### config.mk
export PLATFORM = sky130hd
export DESIGN_NAME = hazard_ctrl
export DESIGN_NICKNAME = d
export VERILOG_FILES = /design/src/rtl/hazard_ctrl.sv
export SDC_FILE = /design/constraint.sdc
export NUM_CORES = 1
export LEC_CHECK = 0
export CAP_MARGIN = 10
export CELL_PAD_IN_SITES_DETAIL_PLACEMENT = 1
export CELL_PAD_IN_SITES_GLOBAL_PLACEMENT = 2
export CORE_UTILIZATION = 23
export CTS_CLUSTER_DIAMETER = 50
export CTS_CLUSTER_SIZE = 14
export DETAILED_ROUTE_END_ITERATION = 7
export PLACE_DENSITY = 0.74
export SYNTH_ARGS = -nofsm -noshare
export SYNTH_HDL_FRONTEND = slang
export SYNTH_SLANG_ARGS = --single-unit
### constraint.sdc
create_clock -name clk -period 1.8 [get_ports clk]
set_input_delay 0.36 -clock clk [delete_from_list [all_inputs] [get_ports clk]]
set_output_delay 0.36 -clock clk [all_outputs]
set_load 0.01 [all_outputs]
### src/rtl/hazard_ctrl.sv
// Pipeline hazard controller: load-use stalls, mispredict flushes and interrupt
// injection/drain, producing Mealy handshakes for the ID->EX control-vector register.
module hazard_ctrl #(
    parameter int LU_STALL     = 1,
    parameter int FLUSH_CYCLES = 2,
    parameter int INT_DRAIN    = 2
) (
    input  logic        clk,
    input  logic        rst,
    input  logic        id_valid,
    input  logic        id_x_rd,
    input  logic [4:0]  id_x_addr,
    input  logic        id_y_rd,
    input  logic [4:0]  id_y_addr,
    input  logic        ex_RF_WR,
    input  logic [1:0]  ex_RF_WR_SEL,
    input  logic [4:0]  ex_WB_ADDR,
    input  logic        ex_mispredict,
    input  logic        int_req,
    input  logic        i_en,
    output logic        nop,
    output logic        interupt,
    output logic        pc_hold,
    output logic        ifid_hold,
    output logic        flush,
    output logic        int_ack,
    output logic [15:0] bubble_cnt
);

    typedef enum logic [1:0] {
        RUN   = 2'd0,
        STALL = 2'd1,
        FLUSH = 2'd2,
        DRAIN = 2'd3
    } state_t;

    localparam logic [2:0] LU_LOAD    = 3'(LU_STALL - 1);
    localparam logic [2:0] FLUSH_LOAD = 3'(FLUSH_CYCLES - 1);
    localparam logic [2:0] DRAIN_LOAD = 3'(INT_DRAIN - 1);
    localparam logic [1:0] SEL_SCRATCH = 2'b01;

    state_t      state_q, state_d;
    logic [2:0]  cnt_q, cnt_d;
    logic [15:0] bubble_cnt_q, bubble_cnt_d;

    logic x_hit, y_hit, lu, int_take;

    assign x_hit    = id_x_rd && (id_x_addr == ex_WB_ADDR);
    assign y_hit    = id_y_rd && (id_y_addr == ex_WB_ADDR);
    assign lu       = id_valid && ex_RF_WR && (ex_RF_WR_SEL == SEL_SCRATCH) && (x_hit || y_hit);
    assign int_take = int_req && i_en && id_valid;

    // cnt holds the bubbles still owed after the current cycle. The entry cycle of a
    // stall or flush is itself a bubble, so those states exit when one bubble is left;
    // the injection cycle is not a bubble, so DRAIN runs its full count.
    always_comb begin
        nop       = 1'b0;
        interupt  = 1'b0;
        pc_hold   = 1'b0;
        ifid_hold = 1'b0;
        flush     = 1'b0;
        int_ack   = 1'b0;
        state_d   = state_q;
        cnt_d     = cnt_q;

        if (rst) begin
            nop     = 1'b1;
            state_d = RUN;
            cnt_d   = 3'd0;
        end else begin
            case (state_q)
                RUN: begin
                    if (ex_mispredict) begin
                        nop     = 1'b1;
                        flush   = 1'b1;
                        cnt_d   = FLUSH_LOAD;
                        state_d = (FLUSH_CYCLES == 1) ? RUN : FLUSH;
                    end else if (int_take) begin
                        interupt = 1'b1;
                        int_ack  = 1'b1;
                        pc_hold  = 1'b1;
                        cnt_d    = DRAIN_LOAD;
                        state_d  = DRAIN;
                    end else if (lu) begin
                        nop       = 1'b1;
                        pc_hold   = 1'b1;
                        ifid_hold = 1'b1;
                        cnt_d     = LU_LOAD;
                        state_d   = (LU_STALL == 1) ? RUN : STALL;
                    end
                end

                STALL: begin
                    if (ex_mispredict) begin
                        // Squashed instructions make the pending stall irrelevant.
                        nop     = 1'b1;
                        flush   = 1'b1;
                        cnt_d   = FLUSH_LOAD;
                        state_d = (FLUSH_CYCLES == 1) ? RUN : FLUSH;
                    end else begin
                        nop       = 1'b1;
                        pc_hold   = 1'b1;
                        ifid_hold = 1'b1;
                        if (cnt_q <= 3'd1) begin
                            cnt_d   = 3'd0;
                            state_d = RUN;
                        end else begin
                            cnt_d = cnt_q - 3'd1;
                        end
                    end
                end

                FLUSH: begin
                    nop   = 1'b1;
                    flush = 1'b1;
                    if (ex_mispredict) begin
                        cnt_d   = FLUSH_LOAD;
                        state_d = (FLUSH_CYCLES == 1) ? RUN : FLUSH;
                    end else if (cnt_q <= 3'd1) begin
                        cnt_d   = 3'd0;
                        state_d = RUN;
                    end else begin
                        cnt_d = cnt_q - 3'd1;
                    end
                end

                DRAIN: begin
                    // EX carries the injected vector, so a mispredict flag here is stale.
                    nop   = 1'b1;
                    flush = 1'b1;
                    if (cnt_q == 3'd0) begin
                        state_d = RUN;
                    end else begin
                        cnt_d = cnt_q - 3'd1;
                    end
                end

                default: begin
                    nop     = 1'b1;
                    state_d = RUN;
                    cnt_d   = 3'd0;
                end
            endcase
        end
    end

    always_comb begin
        bubble_cnt_d = bubble_cnt_q;
        if (nop && !rst && (bubble_cnt_q != 16'hFFFF)) begin
            bubble_cnt_d = bubble_cnt_q + 16'd1;
        end
    end

    always_ff @(posedge clk) begin
        if (rst) begin
            state_q      <= RUN;
            cnt_q        <= 3'd0;
            bubble_cnt_q <= 16'd0;
        end else begin
            state_q      <= state_d;
            cnt_q        <= cnt_d;
            bubble_cnt_q <= bubble_cnt_d;
        end
    end

    assign bubble_cnt = bubble_cnt_q;

endmodule

==> results by stage <==
Status:
- The run finished, with violations left.
- The final reports fail on negative setup slack.

STA:
- The setup slack of the critical path after layout is -0.0221 ns.
- The count of endpoints failing hold in the final timing report is 0.
- The share of the cycle needed by the critical path after routing is 101%.
- Between clock sinks in the finished design, the worst skew comes to 0.0113 ns.
- The setup-violating endpoint count in the final report is 4.
- The count of final max-slew check failures is 0.
- The relative slew slack is 71.2%.
- Setup repair after global routing could not meet its margin everywhere.
- The transition time at the pin with the least slew margin is 0.430 ns.
- Timing would allow up to 0.549 GHz.
- Subtracting the final worst setup slack from the clock period gives 1.82 ns.

Synthesis:
- For this run, asynchronously set or reset flops after synthesis account for 0%.
- In the post-synthesis netlist, the biggest area contributors are dfxtp_1 28%, ha_1 6.7%, xnor2_1 5.9%, a21oi_1 4.4%, nor2_1 4.3%.
- The most instantiated flip-flop cell in the synthesis netlist is dfxtp_1.
- The number of different library cells used by synthesis comes to 50.
- By count the netlist is led by 21 x dfxtp_1, 17 x nor2_1, 16 x nand2_1.
- In this run, synthesis produced a sequential element count of 21.
- The fraction of synthesized cell area taken by the top area cell type is 28.2%.
- The number of flops mapped to enable cells by yosys is 0.
- Summing the sequential cell areas from Yosys gives 28.2% of the chip area.
- The number of nets produced by synthesis is 218.
- The number of warnings reported in the yosys synthesis log is 0.
- The library cell with the largest summed area after synthesis is dfxtp_1.
- The instance count of the mapped netlist is 184.
- The mean instance size in the synthesized netlist is 8.09 µm².
- The most common cell in the synthesized netlist is dfxtp_1.
- The cell area that synthesis handed to floorplanning was 1490 µm².

Finish:
- The fraction of final layout cells sized beyond drive strength 1 is 49.7%.
- The share of the core filled with cells in the final layout is 44.5%.
- The final non-filler cell area is 2710 µm².
- 0 antenna diodes ended up in the layout.
- The relative area change from synthesis to final layout is 82.2%.
- The layout net count is 325.

Worst setup path:
- The delay of the slowest critical-path stage is 0.20 ns.
- The kind of cell with the highest combined delay on the critical path is simple AND/OR/NAND/NOR gates.
- The endpoint required time on the critical path is 1.44 ns.
- The number of buffer and inverter instances along the worst setup path is 2.
- The endpoint type of the worst setup path is an output pin.
- The critical path arrival is 1.46 ns.
- In this run the worst path has a maximum fanout of 2.
- The critical-path cell with the highest stage delay is o22ai_2.
- Walking the worst path, the cells encountered are buf_8, xnor2_2, nand4_1, o22ai_2, and2_4, a32oi_2, nor2_1, buf_2.
- The worst setup path is launched from a primary input.
- The critical path is of the in -> out type.

Pwr:
- The reported leakage power is 1.11 nW.
- The portion of total power attributed to combinational logic is 32.1%.
- Power comes to 0.00119 W.
- Per report_power, the clock group accounts for 26.9% of the total.
- The part of the power in registers is 41.0%.
- The worst vdd rail ir drop is 277 µV.
- Power spread over the standard cell area amounts to 439 nW/µm².
- The switching share of power is 28.7%.
- The internal power of the cells totals 0.000849 W.
- The analysis attributes to net switching a power of 0.000342 W.

Floorplanning:
- The die is 82.5 µm tall.
- For this configuration, the core starts out at a cell density of 24.4%.
- The die boundary width is 82.5 µm.
- The core region is 6100 µm².
- The initialized floorplan defines 28 standard-cell rows.
- Pin placement for this block handled 48 I/O pins.
- The die covers 6800 µm².

GRT:
- The initial antenna violation count is 0.
- Global routing used 16.3% of the available tracks.
- The remaining global-route overflow is 0.
- The first-pass GRT wire length is 8.49 mm.
- Entering global routing, the biggest net connects 13 pins.
- The via count of the first global-routing pass is 1815.

Route:
- The final antenna-violating net count is 0.
- The DRC violation count after routing is 0.
- The DRC violation total after the first TritonRoute iteration is 34.
- The first TritonRoute pass finished after 3 iterations.
- The routed wire length is 4.97 mm.
- After detailed routing, the average wire length per cell comes to 13.6 µm.
- The final route contains 1739 vias.
- Dividing the detail-routed via count by the number of cells gives 4.76.

Clock tree:
- The clock network latency to the later pin of the worst-skew pair is 0.27 ns.
- The tree is rooted in a clkbuf_8.
- The clock transition at the register clock pins on the worst setup and hold paths after CTS is 0.07 ns.
- The total clock buffers created by CTS is 3.
- The number of buffers inserted by hold repair at cts is 0.
- The maximum clock insertion buffer count is 2.
- The number of sinks on the clock net is 21.
- CTS built an H-tree with a depth of 1.
- TritonCTS built the clock tree.

Placement:
- The standard cell area after detailed placement is 2450 µm².
- The final weighted congestion in routability-driven placement is 0.703.
- The number of port buffers is 47.
- The post-DP HPWL is 3.90 mm.

Job:
- The total of max-cap violations is 0.

Min path:
- The class of the tightest hold or removal check is reg -> reg.
-- worst paths after layout --
check | endpoint | slack (ns) | startpoint | depth (start not counted)
setup / recovery | ifid_hold | -0.02 | ex_WB_ADDR[4] | 8
setup reg to reg | bubble_cnt[9] | 0.08 | bubble_cnt[0] | 8
hold reg to reg | cnt_q[0] | 0.51 | cnt_q[0] | 2
hold / removal | cnt_q[0] | 0.51 | cnt_q[0] | 2
-- kinds of logic (layout without fill, tap and decap cells) --
kind of cell	after synthesis	after routing	share of synthesized area (%)
muxes	3	3	2.18
adders and majority gates	8	8	6.72
and+or+nand+nor	79	79	29.2
AOI/OAI and AO/OA	46	46	22.5
buffers and inverters	15	121	4.12
xor gates and xnor gates	12	12	7.06
DFF	21	21	28.2
-- layer usage --
layer | track usage [%] | part of all wire [%] | up-vias
met5 | 0 | 0 | -
met4 | 2.11 | 0.28 | 0
met3 | 2.97 | 1.9 | 2
met2 | 30.2 | 53 | 14
met1 | 20.0 | 45 | 840
li1 | - | - | 883
-- stage by stage --
stage | hold slack, ns | TNS (ns) | cells | setup slack, ns
3_3_place_gp | 0.484 | -15.35 | 355 | -0.927
4_1_cts | 0.513 | -0.102 | 363 | -0.0366
5_1_grt | 0.546 | -0.948 | 365 | -0.132
6_report | 0.513 | -0.0686 | 365 | -0.0221
3_5_place_dp | 0.499 | -16.69 | 355 | -0.993
2_1_floorplan | 0.467 | -0.0229 | 184 | -0.0229
-- power by group through the flow --
stage / Combinational [W] / Clock (W) / Sequential, W
6_report: 0.000382 / 0.000320 / 0.000489
5_1_grt: 0.000419 / 0.000358 / 0.000491
4_1_cts: 0.000367 / 0.000338 / 0.000489
3_5_place_dp: 0.000339 / 0 / 0.000499
3_3_place_gp: 0.000334 / 0 / 0.000498
2_1_floorplan: 0.000131 / 0 / 0.000502
-- cells in the final DEF (no fill, tap or decap), types with 3 or more instances in the layout --
master / n
buf_4: 52
dfxtp_1: 19
nor2_1: 17
clkdlybuf4s50_1: 17
nand2_1: 15
buf_2: 15
buf_6: 12
inv_1: 8
a21oi_1: 8
xnor2_2: 7
nand4_1: 6
nand3_1: 6
o211ai_1: 6
o31ai_1: 6
nor3_2: 5
or2_2: 5
o21ai_0: 5
a21oi_2: 5
dlygate4sd2_1: 5
ha_1: 4
xnor2_1: 3
or3_1: 3
ha_2: 3
clkbuf_8: 3
buf_8: 3
-- what timing repair did --
| action | in CTS | in global routing |
|---|---|---|
| setup endpoints to repair | 27 | 25 |
| gates resized for setup | 146 | 19 |
| buffers inserted | 4 | 2 |
| pin swaps | 34 | 13 |
| gates cloned | 0 | 0 |
-- worst register-to-register path, stage by stage (launching register included) --
cell and delay (ns):
dfxtp_1 0.35, ha_1 0.25, inv_1 0.10, o41ai_2 0.07
nor2_1 0.20, o21ai_4 0.12, buf_12 0.14, or3_1 0.30
a21oi_1 0.14
-- sequential cells by signal (all words and copies together) (netlist names) --
| signal | cells |
|---|---|
| bubble_cnt | 16 |
| cnt_q | 3 |
| state_q | 2 |
-- final cells by class --
class / count / area (µm²)
Timing Repair Buffer: 106 / 890
Sequential cell: 21 / 423
Clock inverter: 1 / 5.00
Tap cell: 75 / 93.8
Clock buffer: 3 / 41.3
Inverter: 11 / 41.3
Fill cell: 738 / 3380
Multi-Input combinational cell: 148 / 1220
No activity file was read; power rests on OpenSTA's default activity.
